$ cat src/rtl/memory_stage_pkg.sv
// Shared constants for the memory stage: memory operation codes, FSM state
// encoding, TRUE/FALSE and small decode helpers for lane handling.
package memory_stage_pkg;

    localparam logic TRUE  = 1'b1;
    localparam logic FALSE = 1'b0;

    // Memory operation codes; 9..15 decode as MEM_NONE.
    localparam logic [3:0] MEM_NONE = 4'd0;
    localparam logic [3:0] MEM_LB   = 4'd1;
    localparam logic [3:0] MEM_LH   = 4'd2;
    localparam logic [3:0] MEM_LW   = 4'd3;
    localparam logic [3:0] MEM_LBU  = 4'd4;
    localparam logic [3:0] MEM_LHU  = 4'd5;
    localparam logic [3:0] MEM_SB   = 4'd6;
    localparam logic [3:0] MEM_SH   = 4'd7;
    localparam logic [3:0] MEM_SW   = 4'd8;

    typedef enum logic {
        ST_IDLE = 1'b0,
        ST_WAIT = 1'b1
    } state_e;

    function automatic logic is_mem_op(input logic [3:0] op);
        return (op >= MEM_LB) && (op <= MEM_SW);
    endfunction

    function automatic logic is_store(input logic [3:0] op);
        return (op == MEM_SB) || (op == MEM_SH) || (op == MEM_SW);
    endfunction

    // Lane actually used for an access: halfword ops drop addr[0], word ops
    // drop addr[1:0], byte ops keep the full lane.
    function automatic logic [1:0] aligned_lane(input logic [3:0] op, input logic [1:0] lane);
        logic [1:0] res;
        case (op)
            MEM_LH, MEM_LHU, MEM_SH: res = {lane[1], 1'b0};
            MEM_LW, MEM_SW:          res = 2'b00;
            default:                 res = lane;
        endcase
        return res;
    endfunction

    function automatic logic is_misaligned(input logic [3:0] op, input logic [1:0] lane);
        logic res;
        case (op)
            MEM_LH, MEM_LHU, MEM_SH: res = lane[0];
            MEM_LW, MEM_SW:          res = (lane != 2'b00);
            default:                 res = FALSE;
        endcase
        return res;
    endfunction

endpackage

$ cat src/rtl/memory_stage_mem_align.sv
// mem_align: purely combinational byte-lane steering. Produces store strobes
// and replicated store data, and the sign/zero-extended load result.
module mem_align
    import memory_stage_pkg::*;
(
    input  logic [3:0]  op,
    input  logic [1:0]  lane,
    input  logic [31:0] store_data,
    input  logic [31:0] rdata,
    output logic [3:0]  wstrb,
    output logic [31:0] wdata,
    output logic [31:0] load_result
);

    logic [7:0]  rd_byte;
    logic [15:0] rd_half;

    // Select the addressed byte and halfword out of the read word
    always_comb begin
        rd_byte = rdata[7:0];
        case (lane)
            2'd0: rd_byte = rdata[7:0];
            2'd1: rd_byte = rdata[15:8];
            2'd2: rd_byte = rdata[23:16];
            2'd3: rd_byte = rdata[31:24];
            default: rd_byte = rdata[7:0];
        endcase
        rd_half = lane[1] ? rdata[31:16] : rdata[15:0];
    end

    // Decode the op into strobes, write data and formatted load data
    always_comb begin
        wstrb       = 4'b0000;
        wdata       = 32'h0;
        load_result = rdata;
        case (op)
            MEM_LB:  load_result = {{24{rd_byte[7]}}, rd_byte};
            MEM_LBU: load_result = {24'h0, rd_byte};
            MEM_LH:  load_result = {{16{rd_half[15]}}, rd_half};
            MEM_LHU: load_result = {16'h0, rd_half};
            MEM_LW:  load_result = rdata;
            MEM_SB: begin
                wstrb = 4'b0001 << lane;
                wdata = {4{store_data[7:0]}};
            end
            MEM_SH: begin
                wstrb = 4'b0011 << lane;
                wdata = {2{store_data[15:0]}};
            end
            MEM_SW: begin
                wstrb = 4'b1111;
                wdata = store_data;
            end
            default: ;
        endcase
    end

endmodule

$ cat src/rtl/memory_stage.sv
// memory_stage: pipeline stage ahead of writeback. Non-memory instructions
// pass through in one cycle; loads/stores go over a single-outstanding
// req/ack data port while stall holds upstream.
// Optional feature macro: MEM_MISALIGN_TRAP_EN (trap on misaligned accesses
// instead of silently clearing the offending address bits).
//
// Data-port handshake: dmem_req rises the cycle after an op is accepted and,
// together with dmem_we/addr/wdata/wstrb, holds stable until the single-cycle
// dmem_ack pulse (or a timeout); dmem_rdata is sampled only in that ack cycle,
// and an ack arriving while no request is outstanding is ignored.
module memory_stage
    import memory_stage_pkg::*;
#(
    parameter int MEM_TIMEOUT = 255
) (
    input  logic        clk,
    input  logic        reset,
    input  logic        enable,
    input  logic [3:0]  mem_op,
    input  logic [31:0] alu_result,
    input  logic [31:0] store_data,
    input  logic        is_dest_special,
    input  logic [4:0]  dest_register,
    output logic        stall,
    output logic        dmem_req,
    output logic        dmem_we,
    output logic [31:0] dmem_addr,
    output logic [31:0] dmem_wdata,
    output logic [3:0]  dmem_wstrb,
    input  logic        dmem_ack,
    input  logic [31:0] dmem_rdata,
    output logic        wb_enable,
    output logic        wb_is_dest_special,
    output logic [4:0]  wb_dest_register,
    output logic [31:0] wb_result,
`ifdef MEM_MISALIGN_TRAP_EN
    output logic        misalign_trap,
`endif
    output logic        bus_error
);

    localparam logic [7:0] TIMEOUT_LAST = 8'(MEM_TIMEOUT - 1);

    state_e     state;
    logic [7:0] count;
    logic [3:0] op_q;
    logic [1:0] lane_q;
    logic [4:0] dest_q;
    logic       special_q;

    logic [3:0]  in_op;
    logic [1:0]  in_lane;
    logic        in_misaligned;
    logic [3:0]  align_op;
    logic [1:0]  align_lane;
    logic [3:0]  align_wstrb;
    logic [31:0] align_wdata;
    logic [31:0] align_load;

    assign in_op   = is_mem_op(mem_op) ? mem_op : MEM_NONE;
    assign in_lane = aligned_lane(in_op, alu_result[1:0]);

`ifdef MEM_MISALIGN_TRAP_EN
    assign in_misaligned = is_misaligned(in_op, alu_result[1:0]);
`else
    assign in_misaligned = FALSE;
`endif

    // The aligner serves the incoming op when idle and the latched op in WAIT
    assign align_op   = (state == ST_WAIT) ? op_q   : in_op;
    assign align_lane = (state == ST_WAIT) ? lane_q : in_lane;

    mem_align u_align (
        .op          (align_op),
        .lane        (align_lane),
        .store_data  (store_data),
        .rdata       (dmem_rdata),
        .wstrb       (align_wstrb),
        .wdata       (align_wdata),
        .load_result (align_load)
    );

    assign stall     = (state == ST_WAIT);
    assign bus_error = (state == ST_WAIT) && !dmem_ack && (count == TIMEOUT_LAST);

    // Stage FSM, timeout counter, data-port and writeback registers
    always_ff @(posedge clk or posedge reset) begin
        if (reset) begin
            state              <= ST_IDLE;
            count              <= 8'h0;
            op_q               <= MEM_NONE;
            lane_q             <= 2'b00;
            dest_q             <= 5'h0;
            special_q          <= FALSE;
            dmem_req           <= FALSE;
            dmem_we            <= FALSE;
            dmem_addr          <= 32'h0;
            dmem_wdata         <= 32'h0;
            dmem_wstrb         <= 4'b0000;
            wb_enable          <= FALSE;
            wb_is_dest_special <= FALSE;
            wb_dest_register   <= 5'h0;
            wb_result          <= 32'h0;
`ifdef MEM_MISALIGN_TRAP_EN
            misalign_trap      <= FALSE;
`endif
        end else begin
`ifdef MEM_MISALIGN_TRAP_EN
            misalign_trap <= FALSE;
`endif
            case (state)
                ST_IDLE: begin
                    if (!enable) begin
                        wb_enable <= FALSE;
                    end else if (in_op == MEM_NONE) begin
                        wb_enable          <= TRUE;
                        wb_is_dest_special <= is_dest_special;
                        wb_dest_register   <= dest_register;
                        wb_result          <= alu_result;
                    end else if (in_misaligned) begin
                        wb_enable <= FALSE;
`ifdef MEM_MISALIGN_TRAP_EN
                        misalign_trap <= TRUE;
`endif
                    end else begin
                        op_q       <= in_op;
                        lane_q     <= in_lane;
                        dest_q     <= dest_register;
                        special_q  <= is_dest_special;
                        dmem_req   <= TRUE;
                        dmem_we    <= is_store(in_op);
                        dmem_addr  <= {alu_result[31:2], 2'b00};
                        dmem_wdata <= align_wdata;
                        dmem_wstrb <= align_wstrb;
                        wb_enable  <= FALSE;
                        count      <= 8'h0;
                        state      <= ST_WAIT;
                    end
                end
                ST_WAIT: begin
                    if (dmem_ack) begin
                        dmem_req   <= FALSE;
                        dmem_we    <= FALSE;
                        dmem_wstrb <= 4'b0000;
                        state      <= ST_IDLE;
                        if (is_store(op_q)) begin
                            wb_enable <= FALSE;
                        end else begin
                            wb_enable          <= TRUE;
                            wb_result          <= align_load;
                            wb_dest_register   <= dest_q;
                            wb_is_dest_special <= special_q;
                        end
                    end else if (count == TIMEOUT_LAST) begin
                        dmem_req   <= FALSE;
                        dmem_we    <= FALSE;
                        dmem_wstrb <= 4'b0000;
                        wb_enable  <= FALSE;
                        state      <= ST_IDLE;
                    end else begin
                        count     <= count + 8'd1;
                        wb_enable <= FALSE;
                    end
                end
                default: state <= ST_IDLE;
            endcase
        end
    end

endmodule

$ cat config.mk
export PLATFORM = sky130hd
export DESIGN_NAME = memory_stage
export DESIGN_NICKNAME = d
export VERILOG_FILES = /design/src/rtl/memory_stage_pkg.sv /design/src/rtl/memory_stage_mem_align.sv /design/src/rtl/memory_stage.sv
export SDC_FILE = /design/constraint.sdc
export NUM_CORES = 1
export LEC_CHECK = 0
export CAP_MARGIN = 20
export CORE_MARGIN = 3
export CORE_UTILIZATION = 43
export DETAILED_ROUTE_END_ITERATION = 8
export PLACE_DENSITY_LB_ADDON = 0.25
export SKIP_LAST_GASP = 1
export SLEW_MARGIN = 30
export SYNTH_ARGS = -nofsm -noshare
export SYNTH_HDL_FRONTEND = slang
export SYNTH_SLANG_ARGS = --single-unit
$ cat constraint.sdc
create_clock -name clk -period 5.8 [get_ports clk]
set_input_delay 1.16 -clock clk [delete_from_list [all_inputs] [get_ports clk]]
set_output_delay 1.16 -clock clk [all_outputs]
set_load 0.01 [all_outputs]
==> impl_metrics.prom <==
# TYPE chip_impl_metric gauge
chip_impl_metric{name="synth_top_area_frac",unit=""} 0.4799
chip_impl_metric{name="total_switching_power",unit="W"} 0.001080
chip_impl_metric{name="hold_ws",unit="ns"} 0.4700
chip_impl_metric{name="maxSlewHeadroom",unit=""} 0.4337
chip_impl_info{name="synth_top_cells_by_count",value="sky130_fd_sc_hd__nand2_1 (187), sky130_fd_sc_hd__dfrtp_1 (128), sky130_fd_sc_hd__nor2_1 (53), sky130_fd_sc_hd__o21ai_0 (48), sky130_fd_sc_hd__a21oi_1 (30)"} 1
chip_impl_metric{name="total_length_of_routed_wires",unit="microns"} 21060
chip_impl_metric{name="ys_seq_area_frac",unit=""} 0.4799
chip_impl_metric{name="netlist-cell-type-count",unit=""} 73
chip_impl_metric{name="cp_num_buf_inv",unit=""} 1
chip_impl_metric{name="wirelength_met1",unit="microns"} 9047
chip_impl_metric{name="compound_cell_area_share_of_the_yosys_netlist",unit=""} 0.2023
chip_impl_metric{name="ys_warn_count",unit=""} 0
chip_impl_metric{name="floorplan.initialDensity",unit=""} 0.4490
chip_impl_metric{name="final_nets",unit=""} 1037
chip_impl_metric{name="routed_wire_length_on_met2",unit="microns"} 9632
chip_impl_metric{name="area_delta_synth_final",unit="%"} 41.81
chip_impl_metric{name="post_dp_hpwl",unit="microns"} 14680
chip_impl_metric{name="post_synth_fa_ha_maj_area_fraction",unit=""} 0.003750
chip_impl_metric{name="final_setup_vio_count",unit=""} 0
chip_impl_metric{name="final-hold-violation-count",unit=""} 0
chip_impl_metric{name="irDropWorstVdd",unit="mV"} 0.2615
chip_impl_metric{name="dieArea",unit="sq um"} 17050
chip_impl_info{name="synthTopCellsByArea",value="sky130_fd_sc_hd__dfrtp_1 (48%), sky130_fd_sc_hd__nand2_1 (11%), sky130_fd_sc_hd__o21ai_0 (3.6%), sky130_fd_sc_hd__nor2_1 (3.0%), sky130_fd_sc_hd__mux2i_1 (2.8%)"} 1
chip_impl_metric{name="multiplexer_fraction_of_the_synthesized_cell_area",unit=""} 0.04368
chip_impl_metric{name="level_count_of_the_clock_h_tree",unit=""} 4
chip_impl_info{name="critical_path.endpoint_type",value="flop"} 1
chip_impl_metric{name="power_density",unit="nW/um^2"} 359.5
chip_impl_metric{name="grt_pass1_wl",unit="microns"} 32570
chip_impl_metric{name="cts_hold_buffers",unit=""} 0
chip_impl_info{name="cts.root.buffer_cell",value="sky130_fd_sc_hd__clkbuf_16"} 1
chip_impl_metric{name="max_cap_check_violation_count",unit=""} 0
chip_impl_info{name="largest_area_contributor_in_the_netlist",value="sky130_fd_sc_hd__dfrtp_1"} 1
chip_impl_info{name="hp-class",value="flop to flop"} 1
chip_impl_metric{name="viasPerCell",unit=""} 5.530
chip_impl_metric{name="layout_cells_sized_above_1",unit=""} 0.09743
chip_impl_info{name="worst_setup_path_start_kind",value="primary input"} 1
chip_impl_metric{name="setup_total_negative_slack",unit="ns"} 0
chip_impl_metric{name="syn-mean-instance-area",unit="sq um"} 9.155
chip_impl_metric{name="clock_sinks",unit=""} 128
chip_impl_metric{name="total_leakage_power",unit="nW"} 4.047
chip_impl_metric{name="share_comb_of_total_power",unit=""} 0.334
chip_impl_metric{name="yosys.area_share.xor_xnor",unit=""} 0.007874
chip_impl_metric{name="finalMaxSlewViolations",unit=""} 0
chip_impl_info{name="worstPathCellList",value="clkdlybuf4s50_1 > nor4b_4 > o41ai_4 > mux2i_1 > o21ai_2 > a21oi_4 > a211oi_1"} 1
chip_impl_metric{name="drc",unit=""} 0
chip_impl_metric{name="period_share",unit=""} 0.6717
chip_impl_metric{name="worstPathMaxFanout",unit=""} 16
chip_impl_metric{name="share_clk_of_total_power",unit=""} 0.306
chip_impl_metric{name="via_count",unit=""} 6182
chip_impl_metric{name="clock_path_buffers",unit=""} 2
chip_impl_metric{name="pwr-share-seq",unit=""} 0.361
chip_impl_info{name="tritoncts_clock_tree",value="yes"} 1
chip_impl_metric{name="first_global_vias",unit=""} 6006
chip_impl_metric{name="worst_ep_arrival_time",unit="ns"} 4.15
chip_impl_metric{name="synth_cells",unit=""} 729
chip_impl_info{name="synth.most_common_cell",value="sky130_fd_sc_hd__nand2_1"} 1
chip_impl_metric{name="grt_remaining_overflow",unit=""} 0
chip_impl_metric{name="pin_count_of_the_biggest_net_entering_global_routing",unit=""} 89
chip_impl_metric{name="floorplan.core_area",unit="sq um"} 14860
chip_impl_info{name="grt_setup_unrepaired",value="false"} 1
chip_impl_metric{name="timing.fmax",unit="MHz"} 256.7
chip_impl_metric{name="place.gp.congestion",unit=""} 0.8554
chip_impl_metric{name="boundary_pins",unit=""} 221
chip_impl_metric{name="post_cts_resize_count",unit=""} 0
chip_impl_metric{name="switching_share",unit=""} 0.3175
chip_impl_metric{name="antenna_cells_inserted",unit=""} 0
chip_impl_metric{name="post-cts-setup-buffer-count",unit=""} 0
chip_impl_metric{name="port_buffers",unit=""} 218
chip_impl_metric{name="placement_rows",unit=""} 44
chip_impl_metric{name="grtUsageTotal",unit=""} 0.2474
chip_impl_info{name="run_status",value="finished, final reports clean"} 1
chip_impl_info{name="criticalPathCategory",value="primary input to flop"} 1
chip_impl_metric{name="die-width",unit="microns"} 130.6
chip_impl_metric{name="wl_per_cell",unit="microns"} 18.83
chip_impl_metric{name="internal_power",unit="W"} 0.002322
chip_impl_metric{name="cts_inserted_buffers",unit=""} 17
chip_impl_metric{name="syn-cell-area",unit="sq um"} 6674
chip_impl_metric{name="drt_iter0_drc",unit=""} 471
chip_impl_metric{name="detail_route.first_pass.iterations",unit=""} 4
chip_impl_metric{name="detailroute.wirelength.met3",unit="microns"} 1858
chip_impl_info{name="crit_path_top_delay_cell",value="sky130_fd_sc_hd__clkdlybuf4s50_1"} 1
chip_impl_metric{name="drt.antenna.violating_nets",unit=""} 0
chip_impl_info{name="highest_layer",value="met4"} 1
chip_impl_metric{name="tightest_slew",unit="ns"} 0.8466
chip_impl_metric{name="period_needed",unit="ns"} 3.896
chip_impl_metric{name="clk-insertion-delay-late",unit="ns"} 0.42
chip_impl_info{name="ys_dominant_reg_cell",value="sky130_fd_sc_hd__dfrtp_1"} 1
chip_impl_metric{name="yosys.area_share.simple",unit=""} 0.2137
chip_impl_metric{name="synth-seq-cells",unit=""} 128
chip_impl_metric{name="worst_clock_skew",unit="ns"} 0.006477
chip_impl_metric{name="die_height",unit="microns"} 130.6
chip_impl_info{name="synth_top_family_by_area",value="simple AND/OR/NAND/NOR gates"} 1
chip_impl_metric{name="worst_ep_required_time",unit="ns"} 6.06
chip_impl_metric{name="critical_path.max_stage_delay",unit="ns"} 0.81
chip_impl_metric{name="edff_count_synth",unit=""} 0
chip_impl_metric{name="clk_pin_slew",unit="ns"} 0.06
chip_impl_metric{name="synth_async_sr_flop_share",unit=""} 1.000
chip_impl_info{name="cp_top_family",value="compound AO/OA/AOI/OAI gates"} 1
chip_impl_metric{name="antenna_found_initial",unit=""} 0
[sequential cells by signal (all words and copies together), names as in the netlist]
register	count
dmem_addr	30
count	8
dmem_wstrb	4
wb_enable	1
dmem_wdata	32
lane_q	2
wb_is_dest_special	1
dmem_we	1
stall	1
special_q	1
op_q	4
dmem_req	1
dest_q	5
wb_dest_register	5
wb_result	32
[worst reg2reg max path: cells and delay by family, from the launching register on]
family,cells,cell delay (ns)
AO/OA/AOI/OAI,4,1.74
buffers and inverters,1,0.37
flip-flops,1,0.59
multiplexers,1,0.41
[cell type report]
| type | count | area [sq um] |
|---|---|---|
| Tap cell | 184 | 230.2 |
| Clock buffer | 22 | 474.2 |
| Timing Repair Buffer | 225 | 2235 |
| Clock inverter | 6 | 85.08 |
| Multi-Input combinational cell | 538 | 3173 |
| Inverter | 15 | 62.56 |
| Fill cell | 1238 | 5400 |
| Sequential cell | 128 | 3204 |
[through the flow]
step           worst slack (ns)  instances  cell area, sq um  utilization  power [W]
4_1_cts                   1.979       1118              9464       0.6367   0.003422
3_5_place_dp              1.556       1090              8905       0.5991   0.002371
3_3_place_gp              1.687       1090              8905       0.5991   0.002354
5_1_grt                   1.740       1118              9464       0.6367   0.003582
6_report                  1.904       1118              9464       0.6367   0.003402
2_1_floorplan             1.227        730              6678            -   0.001781
[cell families (layout without fill, tap and decap cells)]
logic type,after synthesis,after routing
buf+inv,64,268
simple gates,315,315
xor+xnor,6,6
mux,28,28
other cells,1,2
flops,128,128
fa+ha+maj,2,2
compound gates,185,185
[layout by cell type, fill, tap and decap left out, types with 7 or more instances in the layout]
cell                                n
sky130_fd_sc_hd__nand2_1          187
sky130_fd_sc_hd__nor3_1            23
sky130_fd_sc_hd__buf_4              7
sky130_fd_sc_hd__nor2_1            53
sky130_fd_sc_hd__inv_1             12
sky130_fd_sc_hd__a221oi_1          19
sky130_fd_sc_hd__a22o_1            14
sky130_fd_sc_hd__clkdlybuf4s50_1  218
sky130_fd_sc_hd__mux2i_1           19
sky130_fd_sc_hd__a211oi_2          10
sky130_fd_sc_hd__mux2_2             9
sky130_fd_sc_hd__clkbuf_16         17
sky130_fd_sc_hd__o21ai_0           48
sky130_fd_sc_hd__nand3_1            8
sky130_fd_sc_hd__dfrtp_1          127
sky130_fd_sc_hd__or2_2              7
sky130_fd_sc_hd__o21ai_1            8
sky130_fd_sc_hd__a21oi_1           30
[final timing paths]
| path | from | depth (start not counted) | slack [ns] | end |
|---|---|---|---|---|
| max in group asynchronous | reset | 3 | 3.43 | dest_q[1] |
| min reg2reg | dmem_addr[11] | 2 | 0.47 | dmem_addr[11] |
| max | mem_op[2] | 7 | 1.90 | wb_result[29] |
| min | dmem_addr[11] | 2 | 0.47 | dmem_addr[11] |
| max reg2reg | stall | 6 | 2.55 | wb_result[29] |
| min in group asynchronous | reset | 2 | 1.28 | count[6] |
[routing by layer]
layer	global-route usage	up-vias
li1	-	2948
met1	0.3358	2963
met2	0.3708	235
met3	0.09146	36
met4	0.07743	0
met5	0	-
[power by group through the flow]
| stage | sequential [W] | clock [W] | combinational, W |
|---|---|---|---|
| 2_1_floorplan | 0.00130 | 0 | 0.000484 |
| 3_3_place_gp | 0.00123 | 0 | 0.00112 |
| 3_5_place_dp | 0.00123 | 0 | 0.00114 |
| 4_1_cts | 0.00123 | 0.00106 | 0.00114 |
| 5_1_grt | 0.00125 | 0.00110 | 0.00123 |
| 6_report | 0.00123 | 0.00104 | 0.00113 |
Power figures use the tool's default switching activity.
